===== src/rtl/scan_chain_sequencer.sv =====
// Runs one capture/shift/latch scan-chain transaction per accepted start; ready is low for
// 2*CLK_DIV*(8*NUM_DESIGNS+1)+3 clks. start is ignored while busy, and an out-of-range select is rejected with sel_err.
module scan_chain_sequencer #(
  parameter int NUM_DESIGNS = 100,
  parameter int CLK_DIV     = 1
) (
  input  logic       clk,
  input  logic       reset,
  input  logic       start,
  input  logic [8:0] active_select,
  input  logic [7:0] inputs,
  output logic [7:0] outputs,
  output logic       ready,
  output logic       sel_err,
  output logic       scan_clk,
  output logic       scan_data_out,
  input  logic       scan_data_in,
  output logic       scan_select,
  output logic       scan_latch_enable
);

  localparam int NBITS = 8 * NUM_DESIGNS;
  localparam int CNT_W = $clog2(NBITS + 1);
  localparam int GRP_W = CNT_W - 3;
  localparam int DIV_W = (CLK_DIV > 1) ? $clog2(CLK_DIV) : 1;
  localparam logic [DIV_W-1:0] DIV_LAST = DIV_W'(CLK_DIV - 1);
  localparam logic [CNT_W-1:0] CNT_LAST = CNT_W'(NBITS - 1);
  localparam logic [9:0]       NUM_SEL  = 10'(NUM_DESIGNS);

  typedef enum logic [2:0] {IDLE, CAPTURE, SHIFT, LATCH, DONE} state_t;

  state_t           state_q, state_n;
  logic [DIV_W-1:0] div_q, div_n;
  logic             phase_q, phase_n;
  logic [CNT_W-1:0] cnt_q, cnt_n, nk;
  logic [8:0]       sel_q, sel_n;
  logic [7:0]       in_q, in_n, shadow_q, shadow_n, out_n;
  logic             ready_n, err_n, sclk_n, sdo_n, ssel_n, sle_n;
  logic [GRP_W-1:0] tgt;

  // The last design is shifted first, so the selected slot's group index is reversed.
  assign tgt = GRP_W'(10'(NUM_DESIGNS - 1) - {1'b0, sel_q});

  always_comb begin
    state_n  = state_q;
    div_n    = div_q;
    phase_n  = phase_q;
    cnt_n    = cnt_q;
    sel_n    = sel_q;
    in_n     = in_q;
    shadow_n = shadow_q;
    out_n    = outputs;
    ready_n  = ready;
    err_n    = 1'b0;
    sclk_n   = scan_clk;
    sdo_n    = scan_data_out;
    ssel_n   = scan_select;
    sle_n    = 1'b0;
    nk       = '0;
    case (state_q)
      IDLE: begin
        if (start) begin
          if ({1'b0, active_select} < NUM_SEL) begin
            sel_n   = active_select;
            in_n    = inputs;
            ready_n = 1'b0;
            state_n = CAPTURE;
            div_n   = '0;
            phase_n = 1'b0;
            cnt_n   = '0;
            sclk_n  = 1'b0;
            sdo_n   = 1'b0;
            ssel_n  = 1'b1;
          end else begin
            err_n = 1'b1;
          end
        end
      end
      CAPTURE, SHIFT: begin
        if (div_q != DIV_LAST) begin
          div_n = div_q + 1'b1;
        end else begin
          div_n = '0;
          if (!phase_q) begin
            phase_n = 1'b1;
            sclk_n  = 1'b1;
            if (state_q == SHIFT && cnt_q[CNT_W-1:3] == tgt)
              shadow_n[~cnt_q[2:0]] = scan_data_in;
          end else begin
            phase_n = 1'b0;
            sclk_n  = 1'b0;
            if (state_q == SHIFT && cnt_q == CNT_LAST) begin
              state_n = LATCH;
              sdo_n   = 1'b0;
              sle_n   = 1'b1;
            end else begin
              nk      = (state_q == CAPTURE) ? '0 : cnt_q + 1'b1;
              cnt_n   = nk;
              state_n = SHIFT;
              ssel_n  = 1'b0;
              sdo_n   = (nk[CNT_W-1:3] == tgt) ? in_q[~nk[2:0]] : 1'b0;
            end
          end
        end
      end
      LATCH: begin
        // One clk with latch enable high, then one clk low before completing.
        if (!scan_latch_enable) state_n = DONE;
      end
      DONE: begin
        out_n   = shadow_q;
        ready_n = 1'b1;
        state_n = IDLE;
      end
      default: state_n = IDLE;
    endcase
  end

  always_ff @(posedge clk or negedge reset) begin
    if (!reset) begin
      state_q           <= IDLE;
      div_q             <= '0;
      phase_q           <= 1'b0;
      cnt_q             <= '0;
      sel_q             <= '0;
      in_q              <= '0;
      shadow_q          <= '0;
      outputs           <= '0;
      ready             <= 1'b1;
      sel_err           <= 1'b0;
      scan_clk          <= 1'b0;
      scan_data_out     <= 1'b0;
      scan_select       <= 1'b0;
      scan_latch_enable <= 1'b0;
    end else begin
      state_q           <= state_n;
      div_q             <= div_n;
      phase_q           <= phase_n;
      cnt_q             <= cnt_n;
      sel_q             <= sel_n;
      in_q              <= in_n;
      shadow_q          <= shadow_n;
      outputs           <= out_n;
      ready             <= ready_n;
      sel_err           <= err_n;
      scan_clk          <= sclk_n;
      scan_data_out     <= sdo_n;
      scan_select       <= ssel_n;
      scan_latch_enable <= sle_n;
    end
  end

endmodule


===== config.mk =====
export PLATFORM = sky130hd
export DESIGN_NAME = scan_chain_sequencer
export DESIGN_NICKNAME = d
export VERILOG_FILES = /design/src/rtl/scan_chain_sequencer.sv
export SDC_FILE = /design/constraint.sdc
export NUM_CORES = 1
export LEC_CHECK = 0
export CAP_MARGIN = 20
export CORE_AREA = 10 10 95 97
export CTS_BUF_LIST = sky130_fd_sc_hd__clkbuf_8
export CTS_CLUSTER_SIZE = 28
export DETAILED_ROUTE_END_ITERATION = 8
export DIE_AREA = 0 0 105 107
export PLACE_DENSITY = 0.68
export SLEW_MARGIN = 10
export SYNTH_ARGS = -nofsm -noshare
export SYNTH_HDL_FRONTEND = slang
export SYNTH_SLANG_ARGS = --single-unit

===== constraint.sdc =====
create_clock -name clk -period 2.5 [get_ports clk]
set_input_delay 0.625 -clock clk [delete_from_list [all_inputs] [get_ports clk]]
set_output_delay 0.625 -clock clk [all_outputs]
set_load 0.005 [all_outputs]

# Word-level counts from Yosys, hierarchy flattened
# Cells that the tools add are included.
totals:
  out_inout_bits: 14
  ff_bits: 51
  inputBits: 21
classes:
  n_eq_ne: 13
  add_sub_neg: 3
  order_cmp: 4
  n_bitwise: 4
  muxes: 45
  n_reduce_logical: 15
ops:
  columns: ["cell", "count"]
  rows:
  - ["$mux 10", 6]
  - ["$mux 1", 24]
  - ["$pmux 10 s2", 1]
  - ["$mux 3", 5]
  - ["$eq 7x7->1", 2]
  - ["$ne 2x2->1 const B", 6]
  - ["$add 10x1->10 const B", 1]
  - ["$eq 10x10->1 const B", 1]
  - ["$pmux 1 s2", 5]
  - ["$reduce_and 5->1", 2]
  - ["$lt 9x7->1 const B", 1]
  - ["$pmux 3 s3", 1]
  - ["$reduce_and 3->1", 3]
  - ["$bwmux 8", 1]
  - ["$lt 3x4->1 const B", 2]
  - ["$reduce_and 4->1", 2]
  - ["$sub 7x7->7 const A", 1]
  - ["$eq 3x2->1 const B", 2]
  - ["$not 3->3", 2]
  - ["$reduce_and 6->1", 1]
  - ["$reduce_bool 2->1", 2]
  - ["$bmux 1 s3", 1]
  - ["$demux 1 s3", 1]
  - ["$eq 3x1->1 const B", 1]
  - ["7 further kinds", 10]

# Depth between registers and ports, before layout
# Gate-level depths: netlist of run 1.
depth:
  word_depth: 10
  depth_mapped: 8

# Worst setup path before layout of run 1
# OpenSTA, ideal clock, no wires.
synth_path:
  path_kind: "flip-flop to flip-flop"
  start: "reg sel_q[2]"
  end: "reg shadow_q[4]"
  required_time_ns: 2.373
  arrival_ns: 2.252
  setup_slack_ns: 0.121
  stages_incl_launch_ff: 8
  period_less_slack_ns: 2.379
  cell_sequence: "dfrtp_1 -> inv_1 -> ha_1 -> o21ai_0 -> a2111oi_4 -> nand4_4 -> or4b_1 -> mux2_1"
synth_between:
  elab_chain_len: 4
synth_lines:
  columns: ["item", "line_no", "rtl"]
  rows:
  - ["start: declaration", "36", "logic [8:0] sel_q, sel_n;"]
  - ["start signal: assignment", "140", "sel_q <= sel_n;"]
  - ["$sub 7x7->7", "42", "assign tgt = GRP_W'(10'(NUM_DESIGNS - 1) - {1'b0, sel_q});"]
  - ["$eq 7x7->1", "87", "if (state_q == SHIFT && cnt_q[CNT_W-1:3] == tgt)"]
  - ["$logic_and 1x1->1", "87", null]
  - ["$reduce_and 4->1 (no source line)", null, null]
  - ["end signal: assignment", "142", "shadow_q <= shadow_n;"]
  - ["end: declaration", "37", "logic [7:0] in_q, in_n, shadow_q, shadow_n, out_n;"]
# No other way between the ends.
# A chain may end at the register's enable or synchronous reset.

# Worst setup path in the final report of run 1
layout_path:
  start: "reg sel_q[3]"
  end: "reg shadow_q[5]"
# Same word-level chain as after synthesis.

==> impl_metrics.env, run 1 <==
export IMPL_wl_met1_um=2930
export IMPL_grt_max_degree=28
export IMPL_syn_avg_cell_area_um2=10.6
export IMPL_synth_top_area_share_pct=43.9
export IMPL_crit_fanout=8
export IMPL_synthTopCellsByArea="dfrtp_1 44%, mux2_2 13%, o21ai_0 3.6%"
export IMPL_design_core_area_um2=7140
export IMPL_vias_per_cell=5.27
export IMPL_yosys_cell_types_count=58
export IMPL_status="completed"
export IMPL_first_pass_iters=4
export IMPL_ys_flop_type="dfrtp_1"
export IMPL_grt_pass1_wl_um=11100
export IMPL_p_total_w=0.00338
export IMPL_cts_tree="yes"
export IMPL_drc=0
export IMPL_row_count=31
export IMPL_grt_usage_pct=11.9
export IMPL_wirelength_um=6630
export IMPL_synth_cells=263
export IMPL_yosysWarnings=0
export IMPL_final_cell_mix="49 x dfrtp_1, 33 x clkdlybuf4s50_1, 31 x mux2_2"
export IMPL_syn_area_um2=2790
export IMPL_max_clock_freq_mhz=416
export IMPL_initial_core_util_pct=39.1
export IMPL_place_gp_congestion=0.920
export IMPL_wl_met2_um=3280
export IMPL_async_flop_share_pct=100
export IMPL_crit_type="register to register"
export IMPL_grt_overflow_total=0
export IMPL_drive_above_1_share_pct=25.6
export IMPL_cts_path_max_buffers=2
export IMPL_setup_viol=0
export IMPL_ant_nets=0
export IMPL_holdCritPathClass="input pin to async pin"
export IMPL_p_int_w=0.00210
export IMPL_antenna_found_initial=0
export IMPL_h_tree_depth=2
export IMPL_tightest_slew_ns=0.667
export IMPL_synth_top_area_cell="dfrtp_1"
export IMPL_routed_top_layer="met4"
export IMPL_swShare_pct=37.9
export IMPL_fp_dieW_um=105
export IMPL_power_density_nw_per_um2=961
export IMPL_layout_nets=338
export IMPL_synth_edff_count=0
export IMPL_leakage_nw=1.45
export IMPL_layout_commonest_cell="dfrtp_1"
export IMPL_drv_cap=0
export IMPL_die_y_um=107
export IMPL_synth_nets=286
export IMPL_root_buffer="clkbuf_8"
export IMPL_rsz0062_at_grt="no"
export IMPL_dieArea_um2=11200
export IMPL_p_seq_share_pct=35.1
export IMPL_finClkSkew_ns=0.00993
export IMPL_final_setup_tns_ns=0
export IMPL_period_share_pct=96.2
export IMPL_ios=35
export IMPL_power_frac_clock_pct=15.3
export IMPL_critPathArrivalTime_ns=2.60
export IMPL_cts_buffers=5
export IMPL_finalHoldViolCount=0
export IMPL_peakVddDrop_uv=411
export IMPL_cts_hold_buf=0
export IMPL_p_comb_share_pct=49.5
export IMPL_fin_hold_ws_ns=0.295
export IMPL_slew_viol_final=0
export IMPL_clock_latency_ns=0.31
export IMPL_max_slew_margin_rel_pct=55.3
export IMPL_ys_seq_elements=50
export IMPL_period_minus_slack_ns=2.41
export IMPL_fill_cells=668
export IMPL_hpwl_um=4960
export IMPL_grt_pass1_vias=2238
export IMPL_num_vias=2188
export IMPL_startpoint_type="register"
export IMPL_wl_met3_um=304
export IMPL_io_buffers=34
export IMPL_required_ns=2.69
export IMPL_diodes=0
export IMPL_path_clk_slew_ns=0.09
export IMPL_dr_first_iter_drc_count=145
export IMPL_endpoint_kind="register"
export IMPL_yosysSeqAreaShare_pct=44.8
export IMPL_areaGrowthSynthToFinish_pct=25.9
export IMPL_wl_per_cell_um=16.0
export IMPL_p_sw_w=0.00128
export IMPL_clkSinkCount=50
-- per-stage QoR --
step                      utilization, %  setup WS (ns)  std cells  area (um^2)
after detailed placement            47.5        -0.0834        407         3390
after global placement              47.5        -0.0194        407         3390
final                               49.2         0.0950        415         3510
after floorplan                        -          0.121        263         2790
after CTS                           48.8         0.0560        415         3490
after global routing                49.2        0.00456        415         3510
-- per-layer routing --
layer	vias up	track usage, %
met5	-	0
met1	1056	14.7
met2	61	20.5
li1	1062	-
met4	0	4.12
met3	9	1.98
-- cells by family (layout without fill, tap and decap cells) --
group / after synthesis / after routing / synth area share [%]
simple gates: 75 / 75 / 15.6
compound gates: 58 / 58 / 14.3
flops: 50 / 50 / 44.8
mux: 33 / 33 / 13.3
buf+inv: 28 / 81 / 4.35
xor+xnor: 16 / 16 / 6.32
fa+ha+maj: 3 / 3 / 1.25
-- critical path: stages (launching register included) --
cell       delay (ns)
dfrtp_1          0.40
inv_1            0.08
ha_4             0.29
o21ai_1          0.10
a2111oi_4        0.33
nand4_4          0.21
or4b_1           0.52
mux2_1           0.33
-- synth_stat cells (4+ instances only) --
library cell / n
o21ai_0: 20
mux2_2: 31
nor2_1: 16
nor3_1: 5
a211oi_1: 4
nand2_1: 14
a21o_1: 4
inv_1: 12
xnor2_1: 9
nand2b_1: 6
dfrtp_1: 49
a21oi_1: 8
nand3_1: 7
buf_2: 4
clkbuf_1: 8
nor4_1: 4
-- layout make-up --
type	instances	area [um^2]	share of cell area, %
clock inverters	2	16.3	0.463
multi-input cells	185	1450	41.2
clock buffers	6	82.6	2.35
inverters	13	48.8	1.39
repair buffers	60	543	15.5
flip-flops and latches	50	1250	35.6
well taps	99	124	3.52
-- worst paths after layout --
check | startpoint | to | slack [ns] | cells after the start
setup / recovery | sel_q[3] | shadow_q[5] | 0.09 | 7
hold reg to reg | shadow_q[4] | shadow_q[4] | 0.51 | 1
max in group asynchronous | reset | cnt_q[4] | 1.67 | 2
hold / removal | reset | outputs[3] | 0.30 | 1
min in group clk | shadow_q[4] | shadow_q[4] | 0.51 | 1
setup reg to reg | sel_q[3] | shadow_q[5] | 0.09 | 7
-- power by group through the flow --
stage               Clock [W]  Combinational (W)  Sequential [W]
finish               0.000518            0.00167         0.00119
global route         0.000560            0.00183         0.00121
CTS                  0.000535            0.00163         0.00118
detailed placement          0            0.00162         0.00120
global placement            0            0.00160         0.00119
floorplan                   0            0.00105         0.00117
-- sequential cells by signal, summed over array words and instances (netlist names) --
signal	count
state_q	3
phase_q	1
shadow_q	8
sel_q	7
outputs	8
ready	1
scan_data_out	1
scan_latch_enable	1
sel_err	1
cnt_q	10
scan_select	1
in_q	8
-- repair_timing --
item,4_1_cts,5_1_grt
resized for setup,0,6
buffers inserted,0,0
endpoints found under the setup margin,0,4
(Power assumes the default switching activity.)
==> run 2, diff against run 1 <==
- GPL_TIMING_DRIVEN: default -> 0
==> run 2 against run 1 <==
  * Via count down 2.3%
  * Setup slack worse by 0.012 ns
  * Sequential power about the same
  * Clock power down 9.3%
  * First-iteration DRC count down 35%
  * Register-to-register slack about the same
  * Clock skew down 0.0062 ns
  * Utilization down 0.79 points
  * Final cell count down 1.4%
  * Routed wire length down 3.4%
  * Critical endpoint is now scan_data_out
==> impl_metrics.env, run 2 (synthesized netlist as in run 1, its figures left out) <==
export IMPL_vias_per_cell=5.22
export IMPL_path_clk_slew_ns=0.09
export IMPL_setup_viol=0
export IMPL_die_y_um=107
export IMPL_fin_ws_ns=0.0829
export IMPL_diodes=0
export IMPL_layout_nets=332
export IMPL_r2r_cells=7
export IMPL_pre_cts_slack_ns=-0.862
export IMPL_grt_usage_pct=11.5
export IMPL_rr_endpoint="scan_data_out"
export IMPL_wl_per_cell_um=15.7
export IMPL_critPathArrivalTime_ns=2.62
export IMPL_required_ns=2.70
export IMPL_max_slew_margin_rel_pct=36.8
export IMPL_areaGrowthSynthToFinish_pct=23.8
export IMPL_slew_viol_final=0
export IMPL_cts_path_max_buffers=2
export IMPL_row_count=31
export IMPL_cts_tree="yes"
export IMPL_layout_area_seq_um2=1250
export IMPL_first_pass_iters=4
export IMPL_grt_overflow_total=0
export IMPL_clkSinkCount=50
export IMPL_design_core_area_um2=7140
export IMPL_r2r_start="cnt_q[0]"
export IMPL_largest_reg_flops=10
export IMPL_grt_pass1_vias=2115
export IMPL_fill_cells=674
export IMPL_power_density_nw_per_um2=951
export IMPL_crit_type="register to register"
export IMPL_dr_first_iter_drc_count=94
export IMPL_ios=35
export IMPL_wirelength_um=6400
export IMPL_max_clock_freq_mhz=414
export IMPL_place_area_um2=3270
export IMPL_h_tree_depth=2
export IMPL_clock_latency_ns=0.30
export IMPL_io_buffers=34
export IMPL_fin_util_pct=48.5
export IMPL_cts_buffers=5
export IMPL_holdCritPathClass="input pin to async pin"
export IMPL_crit_fanout=5
export IMPL_regMostFlops="cnt_q"
export IMPL_cts_hold_buf=0
export IMPL_drv_cap=0
export IMPL_multi_input_area_um2=1490
export IMPL_antenna_found_initial=0
export IMPL_finClkSkew_ns=0.00371
export IMPL_dieArea_um2=11200
export IMPL_period_minus_slack_ns=2.42
export IMPL_drive_above_1_share_pct=22.3
export IMPL_hpwl_um=4770
export IMPL_fin_area_um2=3460
export IMPL_finalHoldViolCount=0
export IMPL_rsz0062_at_grt="yes"
export IMPL_initial_core_util_pct=39.1
export IMPL_period_share_pct=96.7
export IMPL_startpoint_type="register"
export IMPL_r2r_setup_slack_ns=0.08
export IMPL_fin_hold_ws_ns=0.296
export IMPL_leakage_nw=1.42
export IMPL_grt_max_degree=29
export IMPL_status="completed"
export IMPL_place_gp_congestion=0.920
export IMPL_num_vias=2137
export IMPL_layout_commonest_cell="dfrtp_1"
export IMPL_fp_dieW_um=105
export IMPL_peakVddDrop_uv=474
export IMPL_tightest_slew_ns=0.943
export IMPL_root_buffer="clkbuf_8"
export IMPL_final_cell_mix="48 x dfrtp_1, 33 x clkdlybuf4s50_1, 31 x mux2_2"
export IMPL_ant_nets=0
export IMPL_endpoint_kind="register"
export IMPL_grt_pass1_wl_um=10800
export IMPL_drc=0
[run 2: where the power goes]
group	switching, W	internal [W]
Combinational	0.000850	0.000782
Sequential	0.000157	0.00103
Clock	0.000276	0.000194
[run 2: layout make-up]
cell class / instances / share of cell area, %
flip-flops and latches: 50 / 36.3
inverters: 13 / 1.41
plain buffers: 15 / 2.10
clock buffers: 5 / 1.99
well taps: 99 / 3.58
repair buffers: 39 / 11.1
clock inverters: 3 / 0.507
multi-input cells: 185 / 43.0
[run 2: layer usage]
metal / vias up / share of wire [%] / track usage (%)
met5: - / 0 / 0
met1: 1027 / 45 / 14.4
met4: 0 / 1.8 / 4.02
li1: 1058 / - / -
met3: 9 / 4.2 / 2.34
met2: 43 / 49 / 19.5
[run 2: how the worst max path moves through the flow]
stage                startpoint       endpoint  depth (start not counted)
6_report               cnt_q[0]  scan_data_out                          7
5_1_grt                cnt_q[0]  scan_data_out                          7
4_1_cts        active_select[3]        in_q[6]                          5
3_5_place_dp   active_select[3]       cnt_q[4]                          6
3_3_place_gp   active_select[3]       cnt_q[4]                          6
2_1_floorplan          sel_q[2]    shadow_q[4]                          7
[run 2: worst max-delay path, cell delays in order (launching register included)]
cell      delay [ns]
dfrtp_1         0.43
ha_1            0.27
and4_1          0.28
a311o_1         0.41
o31a_1          0.21
a211oi_1        0.27
nand4_1         0.19
o41ai_2         0.25
[run 2: timing repair]
item                                   in CTS  in global routing
pin swaps                                   2                  1
buffers inserted                            1                  3
setup endpoints to repair                  17                 17
resized for setup                           8                  5
endpoints found under the hold margin       0                  0
[run 2: metrics by stage]
stage,power [W],TNS (ns),std cells
6_report,0.00329,0,409
5_1_grt,0.00355,-0.128,409
4_1_cts,0.00326,0,406
3_5_place_dp,0.00267,-11.22,397
3_3_place_gp,0.00263,-42.69,396
2_1_floorplan,0.00222,0,263
==> run 3, diff against run 2 <==
- CORE_AREA: 10 10 95 97 -> 2 2 87 89
- CTS_BUF_LIST: sky130_fd_sc_hd__clkbuf_8 -> default
- DIE_AREA: 0 0 105 107 -> 0 0 89 91
- SKIP_CTS_REPAIR_TIMING: default -> 1
==> run 3 against run 2 <==
  * Die area decreased by 28%
  * Largest cell class unchanged
  * Final area increased by 1.0%
  * Sequential power about the same
  * Non-clock buffer count increased by 3
  * Maximum frequency decreased by 1.3%
  * Critical endpoint is now shadow_q[4]
  * Highest routed layer unchanged
  * Largest power group unchanged
  * Global-route usage increased by 3.9 points
  * Power increased by 0.95%
==> impl_metrics.env, run 3 (synthesized netlist as in run 1, its figures left out) <==
export IMPL_cp_startpoint="sel_q[2]"
export IMPL_ios=35
export IMPL_critical_path_cell_chain="inv_1 > ha_4 > o21ai_1 > a2111oi_4 > nand4_4 > or4b_1 > mux2_1"
export IMPL_grt_pass1_vias=2004
export IMPL_fin_util_pct=48.9
export IMPL_holdCritPathClass="input pin to async pin"
export IMPL_fp_dieW_um=89
export IMPL_power_frac_clock_pct=15.5
export IMPL_r2r_start="sel_q[2]"
export IMPL_vias_per_cell=5.30
export IMPL_hpwl_um=4420
export IMPL_place_gp_congestion=0.904
export IMPL_place_area_um2=3270
export IMPL_grt_overflow_total=0
export IMPL_cts_buffers=5
export IMPL_crit_type="register to register"
export IMPL_r2r_setup_slack_ns=0.05
export IMPL_root_buffer="clkbuf_8"
export IMPL_design_core_area_um2=7140
export IMPL_fin_hold_ws_ns=0.287
export IMPL_clock_latency_ns=0.31
export IMPL_critPathArrivalTime_ns=2.64
export IMPL_p_comb_share_pct=48.9
export IMPL_fin_ws_ns=0.0519
export IMPL_swShare_pct=38.2
export IMPL_io_buffers=34
export IMPL_ant_nets=0
export IMPL_endpoint_kind="register"
export IMPL_clkSinkCount=50
export IMPL_p_seq_share_pct=35.6
export IMPL_cts_tree="yes"
export IMPL_layout_commonest_cell="dfrtp_1"
export IMPL_row_count=31
export IMPL_finClkSkew_ns=0.0110
export IMPL_tightest_slew_ns=0.902
export IMPL_period_share_pct=97.9
export IMPL_cts_path_max_buffers=2
export IMPL_path_clk_slew_ns=0.10
export IMPL_cp_num_buf_inv=1
export IMPL_fin_area_um2=3490
export IMPL_num_vias=2184
export IMPL_wirelength_um=6000
export IMPL_drive_above_1_share_pct=23.6
export IMPL_areaGrowthSynthToFinish_pct=25.1
export IMPL_power_density_nw_per_um2=950
export IMPL_grt_max_degree=29
export IMPL_p_sw_w=0.00127
export IMPL_dieArea_um2=8100
export IMPL_setup_viol=0
export IMPL_drc=0
export IMPL_max_clock_freq_mhz=408
export IMPL_pre_cts_slack_ns=-0.797
export IMPL_rr_endpoint="shadow_q[4]"
export IMPL_period_minus_slack_ns=2.45
export IMPL_leakage_nw=1.42
export IMPL_finalHoldViolCount=0
export IMPL_peakVddDrop_uv=439
export IMPL_grt_usage_pct=15.5
export IMPL_slowest_stage="or4b_1"
export IMPL_grt_pass1_wl_um=9860
export IMPL_crit_end="shadow_q[4]"
export IMPL_cp_top_family="simple AND/OR/NAND/NOR gates"
export IMPL_r2r_cells=7
export IMPL_wl_per_cell_um=14.6
export IMPL_h_tree_depth=2
export IMPL_crit_fanout=6
export IMPL_slew_viol_final=0
export IMPL_startpoint_type="register"
export IMPL_regMostFlops="cnt_q"
export IMPL_final_cell_mix="48 x dfrtp_1, 33 x clkdlybuf4s50_1, 31 x mux2_2"
export IMPL_rsz0062_at_grt="yes"
export IMPL_drv_cap=0
export IMPL_layout_nets=335
export IMPL_initial_core_util_pct=39.1
export IMPL_antenna_found_initial=0
export IMPL_dr_first_iter_drc_count=85
export IMPL_max_slew_margin_rel_pct=39.6
export IMPL_p_int_w=0.00205
export IMPL_diodes=0
export IMPL_status="completed"
export IMPL_die_y_um=91
export IMPL_crit_cells=7
export IMPL_first_pass_iters=4
export IMPL_max_stage_delay_ns=0.55
export IMPL_largest_reg_flops=10
export IMPL_required_ns=2.69
==> run 3: final cells by class <==
type                            instances  area, um^2
Buffer                                 15        72.6
Clock buffer                            6        82.6
Clock inverter                          2        16.3
Fill cell                             698        3640
Inverter                               13        48.8
Multi-Input combinational cell        185        1490
Sequential cell                        50        1250
Tap cell                               99         124
Timing Repair Buffer                   42         408
==> run 3: worst reg2reg max path, stage by stage, from the launching register on <==
cell and delay (ns):
dfrtp_2 0.40, inv_1 0.10, ha_4 0.32, o21ai_1 0.11, a2111oi_4 0.34, nand4_4 0.20, or4b_1 0.55, mux2_1 0.32
==> run 3: power by group through the flow <==
stage,sequential [W],combinational [W],clock [W]
after floorplan,0.00117,0.00105,0
after global placement,0.00120,0.00142,0
after detailed placement,0.00121,0.00145,0
after CTS,0.00119,0.00145,0.000533
after global routing,0.00122,0.00179,0.000568
final,0.00118,0.00162,0.000514
==> run 3: worst min-delay path by stage <==
| stage | start | to | slack, ns | cells past startpoint |
|---|---|---|---|---|
| finish | reset | shadow_q[7] | 0.29 | 1 |
| detailed placement | in_q[0] | in_q[0] | 0.49 | 1 |
| global route | reset | shadow_q[7] | 0.30 | 1 |
| floorplan | reset | cnt_q[0] | 0.33 | 0 |
| global placement | shadow_q[5] | shadow_q[5] | 0.48 | 1 |
| CTS | reset | outputs[7] | 0.30 | 1 |
==> run 3: per-stage QoR <==
| stage | std cells | setup TNS, ns | total power (W) |
|---|---|---|---|
| 6_report | 412 | 0 | 0.00332 |
| 5_1_grt | 412 | -0.0824 | 0.00357 |
| 4_1_cts | 405 | -3.88 | 0.00317 |
| 3_5_place_dp | 397 | -10.82 | 0.00265 |
| 3_3_place_gp | 396 | -42.71 | 0.00262 |
| 2_1_floorplan | 263 | 0 | 0.00222 |
==> run 3: metal layers <==
layer	global-route usage, %	wire length, um
met5	0	0
met4	4.48	112
met3	2.64	226
met2	23.9	2900
met1	22.3	2770
